[src/rtl/matrix_scheduler.sv]
// matrix_scheduler: sequences C = A*B cell by cell through one column_processor.
// Operands are latched at start. Each cell is one ready/ack handshake:
// ISSUE -> WAIT -> DRAIN. The finished matrix is held until the host acknowledges it.
module matrix_scheduler #(
    parameter int unsigned size       = 4,
    parameter int unsigned cell_width = 32,
    parameter int unsigned width      = cell_width * size,
    parameter int unsigned mat_width  = width * size
) (
    input  logic                 in_clk,
    input  logic                 in_reset,
    input  logic                 in_start,
    input  logic [mat_width-1:0] in_mat_a,
    input  logic [mat_width-1:0] in_mat_b,
    input  logic                 in_ack,
    output logic [mat_width-1:0] out_mat_c,
    output logic                 out_done,
    output logic                 out_cp_ready,
    output logic [width-1:0]     out_cp_row,
    output logic [width-1:0]     out_cp_col,
    input  logic                 in_cp_ready,
    input  logic [width-1:0]     in_cp_cell,
    output logic                 out_cp_ack
);

    localparam int unsigned IDX_W  = (size > 1) ? $clog2(size) : 1;
    localparam int unsigned MAT_AW = (mat_width > 1) ? $clog2(mat_width) : 1;
    localparam int unsigned ROW_AW = (width > 1) ? $clog2(width) : 1;
    localparam logic [IDX_W-1:0] LAST_IDX = IDX_W'(size - 1);

    typedef enum logic [2:0] {
        S_IDLE  = 3'd0,
        S_ISSUE = 3'd1,
        S_WAIT  = 3'd2,
        S_DRAIN = 3'd3,
        S_DONE  = 3'd4
    } state_t;

    state_t               r_state;
    logic [mat_width-1:0] r_mat_a;
    logic [mat_width-1:0] r_mat_b;
    logic [mat_width-1:0] r_mat_c;
    logic [IDX_W-1:0]     r_i;
    logic [IDX_W-1:0]     r_j;
    logic                 r_done;
    logic                 r_cp_ready;
    logic                 r_cp_ack;
    logic [width-1:0]     r_cp_row;
    logic [width-1:0]     r_cp_col;

    logic [IDX_W-1:0]     w_next_i;
    logic [IDX_W-1:0]     w_next_j;
    logic                 w_last;
    logic [MAT_AW-1:0]    w_c_off;

    // Row i of a row-major matrix is one contiguous vector.
    function automatic logic [width-1:0] f_row(input logic [mat_width-1:0] m,
                                               input logic [IDX_W-1:0]     i);
        logic [MAT_AW-1:0] off;
        off = MAT_AW'(32'(i) * width);
        return m[off +: width];
    endfunction

    // Column j gathers element (k,j) of every row into slot k.
    function automatic logic [width-1:0] f_col(input logic [mat_width-1:0] m,
                                               input logic [IDX_W-1:0]     j);
        logic [width-1:0]  v;
        logic [MAT_AW-1:0] off;
        logic [ROW_AW-1:0] slot;
        v = '0;
        for (int unsigned k = 0; k < size; k++) begin
            off  = MAT_AW'((k * size + 32'(j)) * cell_width);
            slot = ROW_AW'(k * cell_width);
            v[slot +: cell_width] = m[off +: cell_width];
        end
        return v;
    endfunction

    // Row-major index advance and the position of the current cell in C.
    assign w_last   = (r_i == LAST_IDX) && (r_j == LAST_IDX);
    assign w_next_j = (r_j == LAST_IDX) ? '0 : r_j + 1'b1;
    assign w_next_i = (r_j == LAST_IDX) ? r_i + 1'b1 : r_i;
    assign w_c_off  = MAT_AW'((32'(r_i) * size + 32'(r_j)) * cell_width);

    // Sequencer state, latched operands, result matrix and all registered outputs.
    always_ff @(posedge in_clk or negedge in_reset) begin
        if (!in_reset) begin
            r_state    <= S_IDLE;
            r_mat_a    <= '0;
            r_mat_b    <= '0;
            r_mat_c    <= '0;
            r_i        <= '0;
            r_j        <= '0;
            r_done     <= 1'b0;
            r_cp_ready <= 1'b0;
            r_cp_ack   <= 1'b0;
            r_cp_row   <= '0;
            r_cp_col   <= '0;
        end else begin
            case (r_state)
                S_IDLE: begin
                    if (in_start) begin
                        r_mat_a    <= in_mat_a;
                        r_mat_b    <= in_mat_b;
                        r_mat_c    <= '0;
                        r_i        <= '0;
                        r_j        <= '0;
                        r_cp_ready <= 1'b1;
                        r_cp_row   <= f_row(in_mat_a, '0);
                        r_cp_col   <= f_col(in_mat_b, '0);
                        r_state    <= S_ISSUE;
                    end
                end
                S_ISSUE: begin
                    r_cp_ready <= 1'b0;
                    r_state    <= S_WAIT;
                end
                S_WAIT: begin
                    if (in_cp_ready) begin
                        r_mat_c[w_c_off +: cell_width] <= in_cp_cell[cell_width-1:0];
                        r_cp_ack <= 1'b1;
                        r_state  <= S_DRAIN;
                    end
                end
                S_DRAIN: begin
                    // Hold ack until the processor's ready has actually fallen.
                    if (!in_cp_ready) begin
                        r_cp_ack <= 1'b0;
                        r_i      <= w_next_i;
                        r_j      <= w_next_j;
                        if (w_last) begin
                            r_done  <= 1'b1;
                            r_state <= S_DONE;
                        end else begin
                            r_cp_ready <= 1'b1;
                            r_cp_row   <= f_row(r_mat_a, w_next_i);
                            r_cp_col   <= f_col(r_mat_b, w_next_j);
                            r_state    <= S_ISSUE;
                        end
                    end
                end
                S_DONE: begin
                    if (in_ack) begin
                        r_done  <= 1'b0;
                        r_state <= S_IDLE;
                    end
                end
                default: r_state <= S_IDLE;
            endcase
        end
    end

    assign out_mat_c    = r_mat_c;
    assign out_done     = r_done;
    assign out_cp_ready = r_cp_ready;
    assign out_cp_row   = r_cp_row;
    assign out_cp_col   = r_cp_col;
    assign out_cp_ack   = r_cp_ack;

endmodule
[config.mk]
export PLATFORM = sky130hd
export DESIGN_NAME = matrix_scheduler
export DESIGN_NICKNAME = d
export VERILOG_FILES = /design/src/rtl/matrix_scheduler.sv
export SDC_FILE = /design/constraint.sdc
export NUM_CORES = 2
export LEC_CHECK = 0
export ABC_AREA = 1
export ABC_CLOCK_PERIOD_IN_PS = 2500
export BUFFER_PORTS_ARGS = -buffer_cell sky130_fd_sc_hd__buf_2
export CELL_PAD_IN_SITES_DETAIL_PLACEMENT = 1
export CELL_PAD_IN_SITES_GLOBAL_PLACEMENT = 1
export CORE_AREA = 5 5 741 743
export DETAILED_ROUTE_END_ITERATION = 16
export DIE_AREA = 0 0 746 748
export HOLD_SLACK_MARGIN = 0.1
export PLACE_DENSITY_LB_ADDON = 0.1
export SLEW_MARGIN = 20
export SYNTH_ARGS = -nofsm -noshare
export SYNTH_HDL_FRONTEND = slang
export SYNTH_SLANG_ARGS = --single-unit
export TNS_END_PERCENT = 50
[constraint.sdc]
create_clock -name in_clk -period 2.5 [get_ports in_clk]
set_input_delay 0.25 -clock in_clk [delete_from_list [all_inputs] [get_ports in_clk]]
set_output_delay 0.25 -clock in_clk [all_outputs]
set_load 0.05 [all_outputs]
# [Yosys cells after proc, flatten, opt, wreduce, memory -nomap -nowiden]
# Index checks and enable logic that the tools add are counted.
[word_totals] ff_bits=1802 word_cells=88 out_inout_bits=771 in_bits=1157
[op_classes] addsub=7 shift=7 n_reduce_logical=15 muxes=36 eq_ne=12
[ops] op="512-bit by 10-bit variable part select with 32-bit output" n=3
[ops] op="512-bit two-way mux" n=2
[ops] op="512-bit one-hot mux with 2 select lines" n=1
[ops] op="128-bit two-way mux" n=6
[ops] op="512-bit bitwise mux" n=1
[ops] op="128-bit one-hot mux with 2 select lines" n=2
[ops] op="32-bit by 11-bit variable shift with 512-bit output, first input constant" n=1
[ops] op="32-bit by 11-bit variable part select with 512-bit output" n=1
[ops] op="512-bit by 10-bit variable part select with 128-bit output" n=1
[ops] op="512-bit by 8-bit variable part select with 32-bit output" n=1
[ops] op="4-bit AND reduction" n=4
[ops] op="3-bit two-way mux" n=5
[ops] op="3-bit one-hot mux with 5 select lines" n=1
[ops] op="2-bit inequality test, second input constant" n=6
[ops] op="9-bit negation with 11-bit output" n=1
[ops] op="2-bit two-way mux" n=5
[ops] op="3-bit AND reduction" n=3
[ops] op="4-bit by 2-bit adder with 4-bit output, first input constant" n=2
[ops] op="1-bit two-way mux" n=8
[ops] op="2-bit one-hot mux with 2 select lines" n=2
[ops] op="2-bit nonzero test" n=4
[ops] op="3-bit by 2-bit equality test with 1-bit output, second input constant" n=2
[ops] op="2-bit by 1-bit adder with 2-bit output, second input constant" n=2
[ops] op="3-bit by 2-bit adder with 4-bit output, first input constant" n=1
[ops] op="other kinds (10)" n=12

# [Logic depth before layout (Yosys ltp)]
[depth] word_depth=7 mapped_depth=18 mapped_depth_nobuf=13

# [Worst setup path after synthesis]
# OpenSTA, ideal clock, no wires.
[synth_path] path_kind="reg2reg" from="register r_j[0]" to="register r_cp_col[125], in the netlist out_cp_col[125]" setup_time_ns=0.130 path_slack_ns=-0.193 t_required_ns=2.370 synth_period_minus_slack_ns=2.693 arrival_time_ns=2.564 path_stages_with_launch=13 n_path_buf=7 cell_sequence="dfrtp_1 -> clkbuf_1 -> inv_1 -> buf_2 -> clkbuf_1 -> buf_2 -> ha_1 -> clkbuf_1 -> clkbuf_1 -> buf_1 -> nand3_1 -> nand3_1 -> a31oi_1"
[synth_via] elab_chain_len=7 elab_cells_between_ends=11 classes_between="2 x add/sub; 2 x eq/ne; 1 x shift; 4 x mux; 2 x reduce/logical"
[synth_rtl] element="from (decl)" line_no="44" source="logic [IDX_W-1:0] r_j;"
[synth_rtl] element="from (signal assigned)" line_no="130" source="r_j <= w_next_j;"
[synth_rtl] element="2-bit by 1-bit adder with 2-bit output / 2-bit equality test (equally long branches)" line_no="81, 80"
[synth_rtl] element="2-bit two-way mux" line_no="81" source="assign w_next_j = (r_j == LAST_IDX) ? '0 : r_j + 1'b1;"
[synth_rtl] element="4-bit by 2-bit adder with 4-bit output" line_no="72" source="off = MAT_AW'((k * size + 32'(j)) * cell_width);"
[synth_rtl] element="512-bit by 10-bit variable part select with 32-bit output" line_no="74" source="v[slot +: cell_width] = m[off +: cell_width];"
[synth_rtl] element="128-bit two-way mux" line_no="131" source="if (w_last) begin"
[synth_rtl] element="128-bit two-way mux" line_no="127" source="if (!in_cp_ready) begin"
[synth_rtl] element="128-bit one-hot mux with 2 select lines" line_no="100" source="case (r_state)"
[synth_rtl] element="to (signal assigned)" line_no="110" source="r_cp_col <= f_col(in_mat_b, '0);"
[synth_rtl] element="to (signal assigned)" line_no="137" source="r_cp_col <= f_col(r_mat_b, w_next_j);"
[synth_rtl] element="to (decl)" line_no="49" source="logic [width-1:0] r_cp_col;"
# Parallel ways exist; a longest one is shown, timed or not. The select of a mux whose other input is x is not followed.
# A chain may end at the register's enable or synchronous reset.

# [Worst setup path after layout]
[layout_path] from="register r_j[0]" to="register r_cp_row[8], in the netlist out_cp_row[8]"
[layout_via] elab_chain_len=6 elab_cells_between_ends=9 classes_between="2 x eq/ne; 1 x shift; 4 x mux; 2 x reduce/logical"
[layout_rtl] element="2-bit equality test (*)" line_no="80, 82"
[layout_rtl] element="2-bit two-way mux" line_no="82" source="assign w_next_i = (r_j == LAST_IDX) ? r_i + 1'b1 : r_i;"
[layout_rtl] element="512-bit by 10-bit variable part select with 128-bit output" line_no="61" source="return m[off +: width];"
[layout_rtl] element="128-bit two-way mux" line_no="131"
[layout_rtl] element="128-bit two-way mux" line_no="127"
[layout_rtl] element="128-bit one-hot mux with 2 select lines" line_no="100"
[layout_rtl] element="to (signal assigned)" line_no="109" source="r_cp_row <= f_row(in_mat_a, '0);"
[layout_rtl] element="to (signal assigned)" line_no="136" source="r_cp_row <= f_row(r_mat_a, w_next_i);"
[layout_rtl] element="to (decl)" line_no="48" source="logic [width-1:0] r_cp_row;"
# Every way passes the cells marked *; elsewhere a longest branch is shown, timed or not. The select of a mux whose other input is x is not followed.

==> results.py <==
metrics = {
    "synth": {
        "synth_top_area_share_pct": 57.9,
        "synth_cell_types": 28,
        "synth_mux_area_share_pct": 8.84,
        "syn_nets": 9645,
        "netlist_area_mm2": 0.0779,
        "synth.area.top_cells": "dfrtp_1 (58%), nand2_1 (15%), mux2_2 (8.8%)",
        "synth_compound_area_share_pct": 7.45,
        "synth_seq_cells": 1802,
        "syn_area_per_cell_um2": 9.18,
        "synthAdderAreaFrac_pct": 0.0964,
        "yosys.area.top_type": "dfrtp_1",
        "synthXorXnorAreaFrac_pct": 0,
        "synth_top_family_by_area": "simple AND/OR/NAND/NOR gates",
        "synth_cells": 8482,
        "yosysWarnings": 0,
        "synth-seq-area-share_pct": 57.9,
        "synth_simple_gate_area_share_pct": 20.5,
    },
    "worst_setup_path": {
        "endpoint_kind": "flip-flop",
        "r2r-end": "out_cp_row[8]",
        "r2r_cells": 10,
        "cp_data_required_time_ps": 3290,
        "crit_path_start": "r_j[0]",
        "worst-setup-path-type": "flip-flop to flip-flop",
        "cp-start-kind": "flip-flop",
        "r2r_slack_ps": 100,
        "critical_path.endpoint": "out_cp_row[8]",
        "cp.arrival_ps": 3190,
        "r2r_start": "r_j[0]",
        "crit_fanout": 27,
    },
    "cts": {
        "cts.sinks": 1802,
        "insertion_delay_ps": 920,
        "htreeDepth": 5,
        "clk_pin_slew_ps": 60,
        "clk_path_buf_depth": 4,
        "cts_buffers": 266,
        "cts_root_buffer": "clkbuf_16",
        "cts_tree": "done",
    },
    "power_and_ir_drop": {
        "internal_power_mw": 83.5,
        "switching_share_pct": 43.4,
        "power_density_mw_per_mm2": 1180,
        "power.switching_mw": 64.0,
        "p_comb_share_pct": 43.1,
        "power.leakage_nw": 60.5,
        "ir_drop_mv": 0.808,
        "p_seq_share_pct": 31.3,
        "p_clk_share_pct": 25.6,
    },
    "global_routing": {
        "antenna_found_initial": 222,
        "use_met3_pct": 4.71,
        "busiest_layer": "met2",
        "grt_pass1_wl_mm": 715,
        "grt_max_degree": 115,
        "overflow": 0,
        "use_met2_pct": 30.6,
        "grt.total_usage_pct": 18.1,
        "grtUsageMet1_pct": 21.9,
        "grt_pass1_vias": 83700,
    },
    "routing": {
        "drc_errors": 0,
        "antenna_left": 0,
        "first_pass_iters": 5,
        "post_drt_wl_per_cell_um": 26.6,
        "drt_iter0_drc": 3397,
        "avgViaCountPerCell": 3.91,
        "num_vias": 76600,
        "wl_mm": 522,
    },
    "final_layout": {
        "fin_area_mm2": 0.125,
        "drive_above_1_share_pct": 27.4,
        "fillers": 62900,
        "instances_no_fill": 19600,
        "areaGrowthSynthToFinish_pct": 59.9,
        "nets": 13300,
    },
    "timing": {
        "fin_setup_tns_ps": 0,
        "whs_ps": 213,
        "min_period_ps": 2400,
        "period_share_pct": 95.9,
        "tightest_slew_ps": 1270,
        "fin_worst_skew_ps": 45.2,
        "finalSetupViolCount": 0,
        "fmax_mhz": 417,
        "maxSlewHeadroom_pct": 15.6,
        "drv_slew": 0,
        "final.setup.worst_slack_ps": 103,
        "rsz0062_at_grt": "yes",
        "finalHoldViolCount": 0,
    },
    "min_path": {
        "hold_start": "in_mat_a[314]",
        "hold_path.class": "input port to flip-flop",
    },
    "die": {
        "rows": 271,
        "die_y_um": 748,
        "ioPinCount": 1928,
        "initial_core_util_pct": 14.4,
        "die-area_mm2": 0.558,
        "die_x_um": 746,
        "core_mm2": 0.542,
    },
    "placement": {
        "io_buffers": 1831,
        "hpwlAfterDp_mm": 396,
        "place_ws_ps": -224,
        "placed_area_mm2": 0.0995,
        "gp_congestion": 0.824,
        "placed_cells": 17500,
    },
    "job": {
        "maxCapViolations": 0,
    },
    "outcome": {
        "status": "finished clean",
    },
}
[registers in the layout (all words and copies together) (netlist names)]
name          count
r_j               2
out_cp_col      128
out_cp_ready      1
r_state           3
out_cp_row      128
r_mat_a         512
out_cp_ack        1
out_mat_c       512
r_i               2
r_mat_b         512
out_done          1
[cell families after synthesis]
group | Yosys count
AOI/OAI and AO/OA | 988
and+or+nand+nor | 4068
muxes | 611
buffers and inverters | 1007
adders and majority gates | 6
DFF | 1802
[synthesized netlist by cell type]
library cell,number
o21ai_2,1
nor2_4,2
nand3b_1,1
inv_1,442
mux2_2,611
o21ai_0,150
clkbuf_1,338
nand4_1,18
nand2_1,3022
o21bai_1,1
nand2_2,2
o31ai_1,1
o21ai_1,9
a21oi_1,431
dfrtp_1,1802
nand3_1,499
nand3_2,1
a31oi_1,114
o211ai_1,280
a22oi_1,1
nor2_2,2
buf_1,21
inv_2,6
ha_1,6
nor2_1,516
nor3_1,5
clkinv_1,2
buf_2,198
[routing by layer]
layer | wire length, um | vias to the layer above | part of all wire, %
met5 | 849 | - | 0.16
met3 | 31400 | 809 | 6.0
met1 | 220000 | 38700 | 42
met2 | 246000 | 1994 | 47
li1 | - | 34900 | -
met4 | 24300 | 140 | 4.7
[critical path, cell delays in order, from the launching register on]
cell	delay (ps)
dfrtp_4	530
ha_2	220
buf_12	130
nand2_1	100
nand2_4	100
buf_12	180
clkbuf_16	250
o211ai_1	410
nand3_1	140
nand2_1	140
nand2_1	60
[per-stage QoR]
stage,util (%),power [mW]
CTS,22.9,151
finish,23.0,148
global placement,18.4,109
floorplan,-,79.7
detailed placement,18.4,110
global route,23.0,157
[timing repair]
action,in CTS,in global routing
setup endpoints to repair,57,66
setup buffers,2,5
resized for setup,13,20
pin swaps,2,5
cloned,0,4
hold buffers,1596,0
hold endpoints to repair,3493,0
[power by group through the flow]
stage	clock, mW	sequential [mW]	combinational [mW]
2_1_floorplan	0	52.4	27.3
3_3_place_gp	0	46.6	62.3
3_5_place_dp	0	46.9	62.9
4_1_cts	39.5	46.5	65.4
5_1_grt	40.4	47.4	69.6
6_report	37.7	46.2	63.5
[cell usage in the layout, fill, tap and decap left out, drive strengths merged, types with 114 or more instances in the layout]
| master | count |
|---|---|
| a21oi | 431 |
| a31oi | 114 |
| buf | 2311 |
| clkbuf | 404 |
| dfrtp | 1802 |
| dlygate4sd3 | 1595 |
| inv | 459 |
| mux2 | 611 |
| nand2 | 3024 |
| nand3 | 500 |
| nor2 | 520 |
| o211ai | 280 |
| o21ai | 160 |
[area by class of cell]
cell class	count	area [um^2]	area share, %
diodes	85	213	0.171
multi-input cells	5673	29000	23.3
well taps	7234	9050	7.27
clock inverters	47	591	0.474
inverters	450	1710	1.37
repair buffers	3910	31000	24.9
flip-flops and latches	1802	45100	36.2
clock buffers	400	7900	6.34
[how the worst min path moves through the flow]
stage,endpoint,cells after the start
CTS,r_mat_b[302],3
global placement,r_mat_a[157],1
global route,r_mat_a[173],4
floorplan,out_cp_ack,0
finish,r_mat_a[314],4
detailed placement,r_mat_a[157],1
(Power assumes the default switching activity.)
